$ cat config.mk
export PLATFORM = sky130hd
export DESIGN_NAME = fifo_ctrl_ext_status
export DESIGN_NICKNAME = d
export VERILOG_FILES = /design/src/rtl/fifo_ctrl_ext_status_pkg.sv /design/src/rtl/fifo_ctrl_ext_status.sv
export SDC_FILE = /design/constraint.sdc
export NUM_CORES = 1
export LEC_CHECK = 0
export CAP_MARGIN = 15
export CORE_UTILIZATION = 50
export CTS_BUF_LIST = sky130_fd_sc_hd__clkbuf_2 sky130_fd_sc_hd__clkbuf_4 sky130_fd_sc_hd__clkbuf_8
export DETAILED_ROUTE_END_ITERATION = 8
export PLACE_DENSITY_LB_ADDON = 0.1
export RECOVER_POWER = 100
export SLEW_MARGIN = 5
export SYNTH_ARGS = -nofsm -noshare
export SYNTH_HDL_FRONTEND = slang
export SYNTH_SLANG_ARGS = --single-unit
$ cat constraint.sdc
create_clock -name clk_i -period 7 [get_ports clk_i]
set_input_delay 1.4 -clock clk_i [delete_from_list [all_inputs] [get_ports clk_i]]
set_output_delay 1.4 -clock clk_i [all_outputs]
set_load 0.02 [all_outputs]
$ cat src/rtl/fifo_ctrl_ext_status_pkg.sv
// ----------------------------------------------------------------------------
// fifo_pkg
// Shared constants and types for the FIFO pointer/status controller and the
// FIFO top that pairs it with the dual-port register file.
//   DEFAULT_ADDR_WIDTH          : default address width (depth = 2**width)
//   DEFAULT_ALMOST_FULL_THRESH  : default almost-full level for that width
//   DEFAULT_ALMOST_EMPTY_THRESH : default almost-empty level
//   fifo_status_t               : bundled status flags for the FIFO top
// ----------------------------------------------------------------------------
package fifo_pkg;

  localparam int DEFAULT_ADDR_WIDTH          = 4;
  localparam int DEFAULT_ALMOST_FULL_THRESH  = (2 ** DEFAULT_ADDR_WIDTH) - 2;
  localparam int DEFAULT_ALMOST_EMPTY_THRESH = 2;

  typedef struct packed {
    logic full;
    logic empty;
    logic almost_full;
    logic almost_empty;
  } fifo_status_t;

endpackage : fifo_pkg

$ cat src/rtl/fifo_ctrl_ext_status.sv
// ----------------------------------------------------------------------------
// fifo_ctrl_ext_status
// Pointer and occupancy controller for a FIFO built on a dual-port register
// file (asynchronous read, synchronous write). Turns push/pop requests into
// the register file write enable and addresses, and reports status flags
// decoded from the registered occupancy count.
//
// Ports:
//   clk_i           : clock, rising edge
//   rst_ni          : asynchronous active-low reset
//   wr_i            : push request
//   rd_i            : pop request
//   err_clr_i       : clears sticky error flags (FIFO_ERR_FLAGS_EN only)
//   write_en_o      : register file write enable (combinational)
//   write_address_o : register file write address (write pointer)
//   read_address_o  : register file read address (read pointer, head word)
//   full_o          : occupancy equals depth
//   empty_o         : occupancy is zero
//   almost_full_o   : occupancy >= ALMOST_FULL_THRESH
//   almost_empty_o  : occupancy <= ALMOST_EMPTY_THRESH
//   word_count_o    : occupancy, 0..2**ADDR_WIDTH
//   overflow_o      : sticky push-while-full flag (FIFO_ERR_FLAGS_EN only)
//   underflow_o     : sticky pop-while-empty flag (FIFO_ERR_FLAGS_EN only)
//
// Build option: define FIFO_ERR_FLAGS_EN to add the sticky error flags.
// ----------------------------------------------------------------------------
module fifo_ctrl_ext_status
  import fifo_pkg::*;
#(
  parameter int ADDR_WIDTH          = DEFAULT_ADDR_WIDTH,
  parameter int ALMOST_FULL_THRESH  = (2 ** ADDR_WIDTH) - 2,
  parameter int ALMOST_EMPTY_THRESH = DEFAULT_ALMOST_EMPTY_THRESH
) (
  input  logic                  clk_i,
  input  logic                  rst_ni,
  input  logic                  wr_i,
  input  logic                  rd_i,
`ifdef FIFO_ERR_FLAGS_EN
  input  logic                  err_clr_i,
  output logic                  overflow_o,
  output logic                  underflow_o,
`endif
  output logic                  write_en_o,
  output logic [ADDR_WIDTH-1:0] write_address_o,
  output logic [ADDR_WIDTH-1:0] read_address_o,
  output logic                  full_o,
  output logic                  empty_o,
  output logic                  almost_full_o,
  output logic                  almost_empty_o,
  output logic [ADDR_WIDTH:0]   word_count_o
);

  localparam int CW = ADDR_WIDTH + 1;
  localparam logic [CW-1:0] DEPTH_CNT = CW'(2 ** ADDR_WIDTH);
  localparam logic [CW-1:0] AF_CNT    = CW'(ALMOST_FULL_THRESH);
  localparam logic [CW-1:0] AE_CNT    = CW'(ALMOST_EMPTY_THRESH);

  // Reject threshold settings that would make the almost flags meaningless.
  if (!((ALMOST_EMPTY_THRESH >= 0) &&
        (ALMOST_EMPTY_THRESH < ALMOST_FULL_THRESH) &&
        (ALMOST_FULL_THRESH <= (2 ** ADDR_WIDTH)))) begin : g_bad_thresh
    $error("fifo_ctrl_ext_status: need 0 <= ALMOST_EMPTY_THRESH < ALMOST_FULL_THRESH <= depth");
  end

  logic [ADDR_WIDTH-1:0] wr_ptr_q, wr_ptr_d;
  logic [ADDR_WIDTH-1:0] rd_ptr_q, rd_ptr_d;
  logic [CW-1:0]         count_q, count_d;
  logic                  do_wr, do_rd;
  fifo_status_t          status;

  // Flags decode only the registered count, so they never glitch with inputs.
  always_comb begin
    status.full         = (count_q == DEPTH_CNT);
    status.empty        = (count_q == '0);
    status.almost_full  = (count_q >= AF_CNT);
    status.almost_empty = (count_q <= AE_CNT);
  end

  // A push into a full FIFO is only legal when a pop frees the head slot at
  // the same edge; a pop from an empty FIFO is never legal, so there is no
  // same-cycle fall-through of a word being written.
  always_comb begin
    do_wr = wr_i & (~status.full | rd_i);
    do_rd = rd_i & ~status.empty;
  end

  always_comb begin
    wr_ptr_d = wr_ptr_q;
    rd_ptr_d = rd_ptr_q;
    count_d  = count_q;
    if (do_wr) begin
      wr_ptr_d = wr_ptr_q + ADDR_WIDTH'(1);
    end
    if (do_rd) begin
      rd_ptr_d = rd_ptr_q + ADDR_WIDTH'(1);
    end
    case ({do_wr, do_rd})
      2'b10:   count_d = count_q + CW'(1);
      2'b01:   count_d = count_q - CW'(1);
      default: count_d = count_q;
    endcase
  end

  always_ff @(posedge clk_i or negedge rst_ni) begin
    if (!rst_ni) begin
      wr_ptr_q <= '0;
      rd_ptr_q <= '0;
      count_q  <= '0;
    end else begin
      wr_ptr_q <= wr_ptr_d;
      rd_ptr_q <= rd_ptr_d;
      count_q  <= count_d;
    end
  end

`ifdef FIFO_ERR_FLAGS_EN
  logic overflow_q, overflow_d;
  logic underflow_q, underflow_d;

  // Sticky flags; a new error in the clearing cycle wins over the clear.
  always_comb begin
    overflow_d  = (overflow_q  & ~err_clr_i) | (wr_i & status.full & ~rd_i);
    underflow_d = (underflow_q & ~err_clr_i) | (rd_i & status.empty);
  end

  always_ff @(posedge clk_i or negedge rst_ni) begin
    if (!rst_ni) begin
      overflow_q  <= 1'b0;
      underflow_q <= 1'b0;
    end else begin
      overflow_q  <= overflow_d;
      underflow_q <= underflow_d;
    end
  end

  assign overflow_o  = overflow_q;
  assign underflow_o = underflow_q;
`endif

  assign write_en_o      = do_wr;
  assign write_address_o = wr_ptr_q;
  assign read_address_o  = rd_ptr_q;
  assign full_o          = status.full;
  assign empty_o         = status.empty;
  assign almost_full_o   = status.almost_full;
  assign almost_empty_o  = status.almost_empty;
  assign word_count_o    = count_q;

endmodule : fifo_ctrl_ext_status
### Yosys cells after proc, flatten, opt, wreduce, memory -nomap -nowiden

Index checks and enable logic that the tools add are counted.
W data, S select, Z words.

| word-level totals | value |
|---|---|
| bits in registers | 13 |
| input port bits | 4 |
| output and inout port bits | 18 |
| logic and storage cells | 20 |

| cells by class | value |
|---|---|
| add/subtract/negate cells | 4 |
| $lt $le $gt $ge | 2 |
| eq/ne operators | 3 |
| multiplexer cells | 1 |
| bitwise operators | 5 |
| reductions and logical operators | 2 |

Operators by type and width:

| cell | number |
|---|---|
| $pmux W5 S2 | 1 |
| $add A4 B1 Y4 const B | 2 |
| $add A5 B1 Y5 const B | 1 |
| $eq A5 B5 Y1 const B | 1 |
| $ge A5 B4 Y1 const B | 1 |
| $le A5 B2 Y1 const B | 1 |
| $logic_not A5 Y1 | 1 |
| $sub A5 B1 Y5 const B | 1 |
| $and A1 B1 Y1 | 2 |
| $eq A2 B1 Y1 const B | 1 |
| $eq A2 B2 Y1 const B | 1 |
| $not A1 Y1 | 2 |
| $reduce_bool A2 Y1 | 1 |
| $or A1 B1 Y1 | 1 |

### Logic depth before layout (Yosys ltp)

Gate-level depths: netlist of the first run.

| depth | value |
|---|---|
| word-level depth | 6 |
| mapped depth | 9 |
| depth with buffers taken out | 8 |

### Least setup slack after synthesis of the first run

Ideal clock, no wire load.

| timing | value |
|---|---|
| path type | in2reg |
| start | input rd_i |
| end | register count_q[4] (netlist: word_count_o[4]) |
| library setup time | 134 ps |
| data arrival time | 3255 ps |
| path slack | 3611 ps |
| stages on the path | 7 |
| path buffers | 0 |
| cell sequence | nand2b_1 -> o21ai_4 -> ha_1 -> ha_1 -> or4b_2 -> o311ai_0 -> o211ai_1 |

| on the way | value |
|---|---|
| cells in the longest elaborated chain, start to end | 4 |

Ends and longest elaborated chain:

| item | RTL line | RTL |
|---|---|---|
| start, declared | fifo_ctrl_ext_status.sv:37 | `input logic rd_i,` |
| $or A1 B1 Y1 | fifo_ctrl_ext_status.sv:83 | `do_wr = wr_i & (~status.full \| rd_i);` |
| $and A1 B1 Y1 | fifo_ctrl_ext_status.sv:83 |  |
| $eq A2 B1 Y1 or $eq A2 B2 Y1 (tied branches) | fifo_ctrl_ext_status.sv:97 | `case ({do_wr, do_rd})` |
| $pmux W5 S2 or $reduce_bool A2 Y1 (tied branches) | n/a |  |
| end signal, assigned | fifo_ctrl_ext_status.sv:112 | `count_q <= count_d;` |
| end, declared | fifo_ctrl_ext_status.sv:67 | `logic [CW-1:0] count_q, count_d;` |

Several ways; a longest one is shown, not always the timed one.
A chain may end at the register's enable or synchronous reset.

### Worst setup path after layout of the first run

| timing | value |
|---|---|
| start | input rd_i |
| end | output write_en_o |

| on the way | value |
|---|---|
| cells in the longest elaborated chain, start to end | 2 |

Ends and longest elaborated chain:

| item | RTL line | RTL |
|---|---|---|
| $or A1 B1 Y1 | fifo_ctrl_ext_status.sv:83 |  |
| $and A1 B1 Y1 | fifo_ctrl_ext_status.sv:83 |  |
| end, declared | fifo_ctrl_ext_status.sv:43 | `output logic write_en_o,` |

No other way between the ends.

==> flow_summary.json, run 1 <==
{
  "status": "finished clean",
  "ys_ff_latch": 13,
  "min_to": "write_address_o[3]$_DFFE_PN0P_",
  "seq_area_frac_synth_pct": 39.6,
  "cp.required_ps": 5600,
  "yosys-mux-area-fraction_pct": 5.94,
  "r2r_cells": 7,
  "portBuffers": 21,
  "cp_num_buf_inv": 3,
  "hold_start": "write_address_o[3]$_DFFE_PN0P_",
  "post_cts_buffers": 0,
  "synthTopCellsByArea": "dfrtp_1 (40%), ha_1 (9.1%), xnor2_1 (8.5%)",
  "startpoint_type": "input pin",
  "htreeDepth": 1,
  "syn_nets": 86,
  "cts_resized": 0,
  "finalSetupViolations": 0,
  "critical_path.top_delay_family": "buffers and inverters",
  "via_count": 647,
  "hp-class": "flip-flop to flip-flop",
  "dp.cells": 109,
  "synth_top_area_share_pct": 39.6,
  "grt_use_total_pct": 19.4,
  "final-max-slew-violation-count": 0,
  "clock_latency_ps": 270,
  "final_core_util_pct": 68.3,
  "power_switching_uw": 220,
  "ir_drop_mv": 0.299,
  "end_kind": "output pin",
  "boundaryPins": 22,
  "numCtsBuffers": 3,
  "clk_path_buf_depth": 2,
  "synth_top_family_by_area": "compound AO/OA/AOI/OAI gates",
  "grt_first_pass_wirelength_mm": 2.59,
  "rr_endpoint": "word_count_o[4]$_DFFE_PN0P_",
  "synth_compound_area_share_pct": 15.1,
  "synth_common_cells": "dfrtp_1 (13), xnor2_1 (8), ha_1 (6), inv_1 (5), nor3b_1 (5)",
  "grt_pass1_vias": 587,
  "cp_max_fo": 4,
  "powerDensity_mw_per_mm2": 483,
  "hpwlAfterDp_mm": 1.11,
  "r2r_slack_ps": 3520,
  "antenna_cells": 0,
  "die_h_um": 42.5,
  "slowest_delay_ps": 660,
  "p_int_uw": 283,
  "hold_depth": 1,
  "fmax_ghz": 0.209,
  "postSynthCellCount": 75,
  "core_area_mm2": 0.00152,
  "period_minus_slack_ps": 4780,
  "clock_skew_ps": 3.53,
  "synthAdderAreaFrac_pct": 11.6,
  "timing.rr.start": "word_count_o[0]$_DFFE_PN0P_",
  "gr-total-overflow": 0,
  "holdBufCountCts": 0,
  "yosys.cell_count.top_type": "dfrtp_1",
  "p_comb_share_pct": 57.6,
  "path_cells": "dlygate4sd3_1, nand2b_1, o21ai_0, inv_1, dlygate4sd3_1",
  "p_clk_share_pct": 9.8,
  "routabilityCongestion": 0.761,
  "die_w_um": 42.5,
  "rsz0062_at_grt": "no",
  "fin_setup_tns_ps": 0,
  "pwr-share-seq_pct": 32.7,
  "syn-cell-area_um2": 822,
  "num-fill-cells": 125,
  "viasPerCell": 5.73,
  "worst_pin_slew_ps": 581,
  "ys.warnings.count": 0,
  "grt_max_degree": 15,
  "cts_tree": "done",
  "finalPower_uw": 503,
  "drc": 0,
  "antenna_found_initial": 0,
  "yosys.area_share.simple_pct": 14.8,
  "hold_viol": 0,
  "dpl_cell_area_mm2": 0.00103,
  "worstPathArrival_ps": 3380,
  "drt-initial-drc-count": 10,
  "nNetsFinal": 109,
  "cpMostUsedCell": "dlygate4sd3_1",
  "worst_path_max_delay_cell": "dlygate4sd3_1",
  "avgSynthCellArea_um2": 11.0,
  "postRouteAntennaNets": 0,
  "fin_crit_sh_pct": 68.2,
  "drtPass1Iterations": 3,
  "wl_per_cell_um": 13.3,
  "start_util_pct": 53.9,
  "p_leak_nw": 0.441,
  "synth_cell_types": 26,
  "synth_edf_count": 0,
  "numClockSinks": 13,
  "dieArea_mm2": 0.00181,
  "crit_type": "input pin to output pin",
  "fin_cells": 113,
  "row_count": 14,
  "switching_share_pct": 43.7,
  "synthFlopType": "dfrtp_1",
  "yosys.area.top_type": "dfrtp_1",
  "area_delta_synth_final_pct": 26.6,
  "fin_area_mm2": 0.00104,
  "totalWireLength_mm": 1.50,
  "yosys.area_share.xor_xnor_pct": 8.52,
  "max-cap-violations": 0,
  "async_flop_share_pct": 100,
  "cts_root_buffer": "clkbuf_4",
  "slew_headroom_pct": 61.1,
  "drive_gt1_share_pct": 8.25,
  "clk_pin_slew_ps": 80
}
## worst max-delay path by stage
| stage | cells past startpoint | slack [ps] | from | to |
|---|---|---|---|---|
| 2_1_floorplan | 7 | 3610 | rd_i | word_count_o[4]$_DFFE_PN0P_ |
| 3_3_place_gp | 5 | 2680 | rd_i | write_en_o |
| 3_5_place_dp | 5 | 2650 | rd_i | write_en_o |
| 4_1_cts | 5 | 2650 | rd_i | write_en_o |
| 5_1_grt | 5 | 2070 | rd_i | write_en_o |
| 6_report | 5 | 2220 | rd_i | write_en_o |
## sequential cells by signal (all words and copies together), names as in the netlist
register and cells:
write_address_o 4, word_count_o 5, read_address_o 4
## power groups by stage
stage	combinational, mW	clock (mW)	sequential (mW)
after floorplan	0.160	0	0.201
after global placement	0.309	0	0.167
after detailed placement	0.314	0	0.169
after CTS	0.315	0.0514	0.168
after global routing	0.318	0.0535	0.173
final	0.290	0.0491	0.164
## metrics by stage
stage | hold slack (ps) | setup WS (ps)
floorplan | 583 | 3610
global placement | 462 | 2680
detailed placement | 479 | 2650
CTS | 490 | 2650
global route | 514 | 2070
finish | 479 | 2220
## routing by layer
metal | wire length, µm | vias to the layer above | track usage, %
met1 | 716 | 309 | 24.4
li1 | - | 322 | -
met2 | 700 | 14 | 30.5
met5 | 0 | - | 0
met3 | 66 | 2 | 6.90
met4 | 18 | 0 | 7.50
## placed cells by master, fill, tap and decap left out
| master | count |
|---|---|
| or4_1 | 2 |
| clkbuf_4 | 4 |
| dlygate4sd3_1 | 20 |
| inv_1 | 5 |
| and4_1 | 2 |
| mux2_1 | 1 |
| nor2_1 | 2 |
| nand2b_1 | 1 |
| o211ai_1 | 3 |
| dfrtp_1 | 13 |
| o311ai_0 | 1 |
| or4b_2 | 1 |
| o21ai_0 | 6 |
| nand3_1 | 4 |
| a21oi_1 | 4 |
| nor3b_1 | 5 |
| xnor2_1 | 8 |
| nand2_1 | 2 |
| a2111o_1 | 1 |
| mux2_4 | 1 |
| ha_1 | 6 |
| clkdlybuf4s50_1 | 1 |
| fa_1 | 1 |
| a2111oi_0 | 1 |
| mux2_2 | 2 |
## area by class of cell
class                   instances  area, µm²  area share (%)
inverters                       5       18.8            1.80
multi-input cells              54        437            41.9
repair buffers                 21        210            20.2
well taps                      16       20.0            1.92
clock buffers                   4       30.0            2.88
flip-flops and latches         13        325            31.2
## cell families (layout without fill, tap and decap cells)
kind of cell / Yosys count / count (layout)
buf+inv: 8 / 30
fa+ha+maj: 7 / 7
xor+xnor: 8 / 8
flops: 13 / 13
simple gates: 19 / 19
mux: 4 / 4
compound gates: 16 / 16
(Power assumes the default switching activity.)
==> run 2: changes to the inputs <==
--- a/config.mk
+++ b/config.mk
@@ -6,7 +6,7 @@
 export NUM_CORES = 1
 export LEC_CHECK = 0
 export CAP_MARGIN = 15
-export CORE_UTILIZATION = 50
+export CORE_UTILIZATION = 49
 export CTS_BUF_LIST = sky130_fd_sc_hd__clkbuf_2 sky130_fd_sc_hd__clkbuf_4 sky130_fd_sc_hd__clkbuf_8
 export DETAILED_ROUTE_END_ITERATION = 8
 export PLACE_DENSITY_LB_ADDON = 0.1
==> constraint.sdc (replaced) <==
create_clock -name clk_i -period 4.5 [get_ports clk_i]
set_input_delay 0.9 -clock clk_i [delete_from_list [all_inputs] [get_ports clk_i]]
set_output_delay 0.9 -clock clk_i [all_outputs]
set_load 0.02 [all_outputs]
==> run 2 against run 1 <==
Compared with the run above:
- design area unchanged
- flip-flop and latch count unchanged
- worst hold slack got worse by 9.7 ps
- register-to-register slack got worse by 2500 ps
- via count down 2.6%
- clock skew shrank 1.9 ps
==> flow_summary.json, run 2 (synthesis results as in run 1) <==
{
  "die_w_um": 43.0,
  "holdBufCountCts": 0,
  "antenna_found_initial": 0,
  "hpwlAfterDp_mm": 1.14,
  "core_area_mm2": 0.00154,
  "cts_resized": 0,
  "max-cap-violations": 0,
  "clk_pin_slew_ps": 90,
  "pre_cts_slack_ps": 889,
  "nNetsFinal": 109,
  "status": "finished clean",
  "fin_cells": 113,
  "clk_path_buf_depth": 2,
  "postRouteAntennaNets": 0,
  "setup_slack_ps": 711,
  "wl_per_cell_um": 13.5,
  "fin_setup_tns_ps": 0,
  "power_switching_uw": 349,
  "drive_gt1_share_pct": 8.25,
  "numCtsBuffers": 3,
  "hp-class": "flip-flop to flip-flop",
  "worstPathArrival_ps": 2890,
  "antenna_cells": 0,
  "portBuffers": 21,
  "period_minus_slack_ps": 3790,
  "cp_max_fo": 4,
  "dpl_cell_area_mm2": 0.00103,
  "dp.cells": 109,
  "cts_root_buffer": "clkbuf_4",
  "routabilityCongestion": 0.828,
  "p_int_uw": 441,
  "final_core_util_pct": 67.5,
  "final-max-slew-violation-count": 0,
  "totalWireLength_mm": 1.53,
  "htreeDepth": 1,
  "start_util_pct": 53.3,
  "clock_skew_ps": 1.60,
  "post_cts_buffers": 0,
  "boundaryPins": 22,
  "ir_drop_mv": 0.420,
  "startpoint_type": "input pin",
  "final_common_cell": "dlygate4sd3_1",
  "grt_pass1_vias": 577,
  "grt_first_pass_wirelength_mm": 2.55,
  "grt_use_total_pct": 17.9,
  "clock_latency_ps": 270,
  "numClockSinks": 13,
  "slew_headroom_pct": 60.2,
  "drtPass1Iterations": 4,
  "grt_max_degree": 15,
  "p_comb_share_pct": 57.5,
  "viasPerCell": 5.58,
  "cts_tree": "done",
  "powerDensity_mw_per_mm2": 759,
  "crit_type": "input pin to output pin",
  "fin_area_mm2": 0.00104,
  "cp.required_ps": 3600,
  "drc": 0,
  "row_count": 14,
  "dieArea_mm2": 0.00185,
  "die_h_um": 43.0,
  "hold_viol": 0,
  "drt-initial-drc-count": 9,
  "p_clk_share_pct": 10.2,
  "p_leak_nw": 0.441,
  "fmax_ghz": 0.264,
  "pwr-share-seq_pct": 32.3,
  "worst_pin_slew_ps": 595,
  "gr-total-overflow": 0,
  "rsz0062_at_grt": "no",
  "via_count": 630,
  "fin_crit_sh_pct": 84.2,
  "switching_share_pct": 44.2,
  "largest_reg_flops": 5,
  "layout_common_cells": "dlygate4sd3_1 (20), dfrtp_1 (13), xnor2_1 (8)",
  "finalSetupViolations": 0,
  "area_delta_synth_final_pct": 26.6,
  "end_kind": "output pin"
}
## run 2: cell counts in the layout (fill, tap and decap cells not counted)
Identical to the previous run, type by type.
## run 2: critical path, cell delays in order
cell,delay [ps]
dlygate4sd3_1,580
nand2b_1,180
o21ai_0,470
inv_1,90
dlygate4sd3_1,670
## run 2: worst paths after layout
check	startpoint	end	slack (ps)	cells past startpoint
setup reg to reg	word_count_o[0]$_DFFE_PN0P_	word_count_o[4]$_DFFE_PN0P_	1000	7
max in group asynchronous	rst_ni	word_count_o[2]$_DFFE_PN0P_	3050	1
setup / recovery	rd_i	write_en_o	710	5
hold / removal	write_address_o[3]$_DFFE_PN0P_	write_address_o[3]$_DFFE_PN0P_	470	1
hold reg to reg	write_address_o[3]$_DFFE_PN0P_	write_address_o[3]$_DFFE_PN0P_	470	1
min in group asynchronous	rst_ni	write_address_o[3]$_DFFE_PN0P_	1060	1
## run 2: routing by layer
layer  part of all wire, %  wire, µm  GRT usage, %
met5                     0         0             0
met4                     0         0          1.82
met3                   5.2        79          4.68
met2                    44       666          30.0
met1                    51       783          24.1
## run 2: through the flow
step	hold slack, ps	power (mW)
after floorplan	583	0.561
after global placement	464	0.746
after detailed placement	467	0.754
after CTS	479	0.837
after global routing	500	0.853
final	469	0.790
## run 2: final cells by class
cell class | instances | area [µm²]
Clock buffer | 4 | 30.0
Fill cell | 132 | 500
Inverter | 5 | 18.8
Multi-Input combinational cell | 54 | 437
Sequential cell | 13 | 325
Tap cell | 16 | 20.0
Timing Repair Buffer | 21 | 210
## run 2: power groups by stage
stage                     Clock, mW  Sequential (mW)  Combinational (mW)
after global placement            0            0.263               0.483
after detailed placement          0            0.264               0.491
after floorplan                   0            0.313               0.248
final                        0.0806            0.255               0.454
after CTS                    0.0823            0.262               0.492
after global routing         0.0831            0.270               0.499
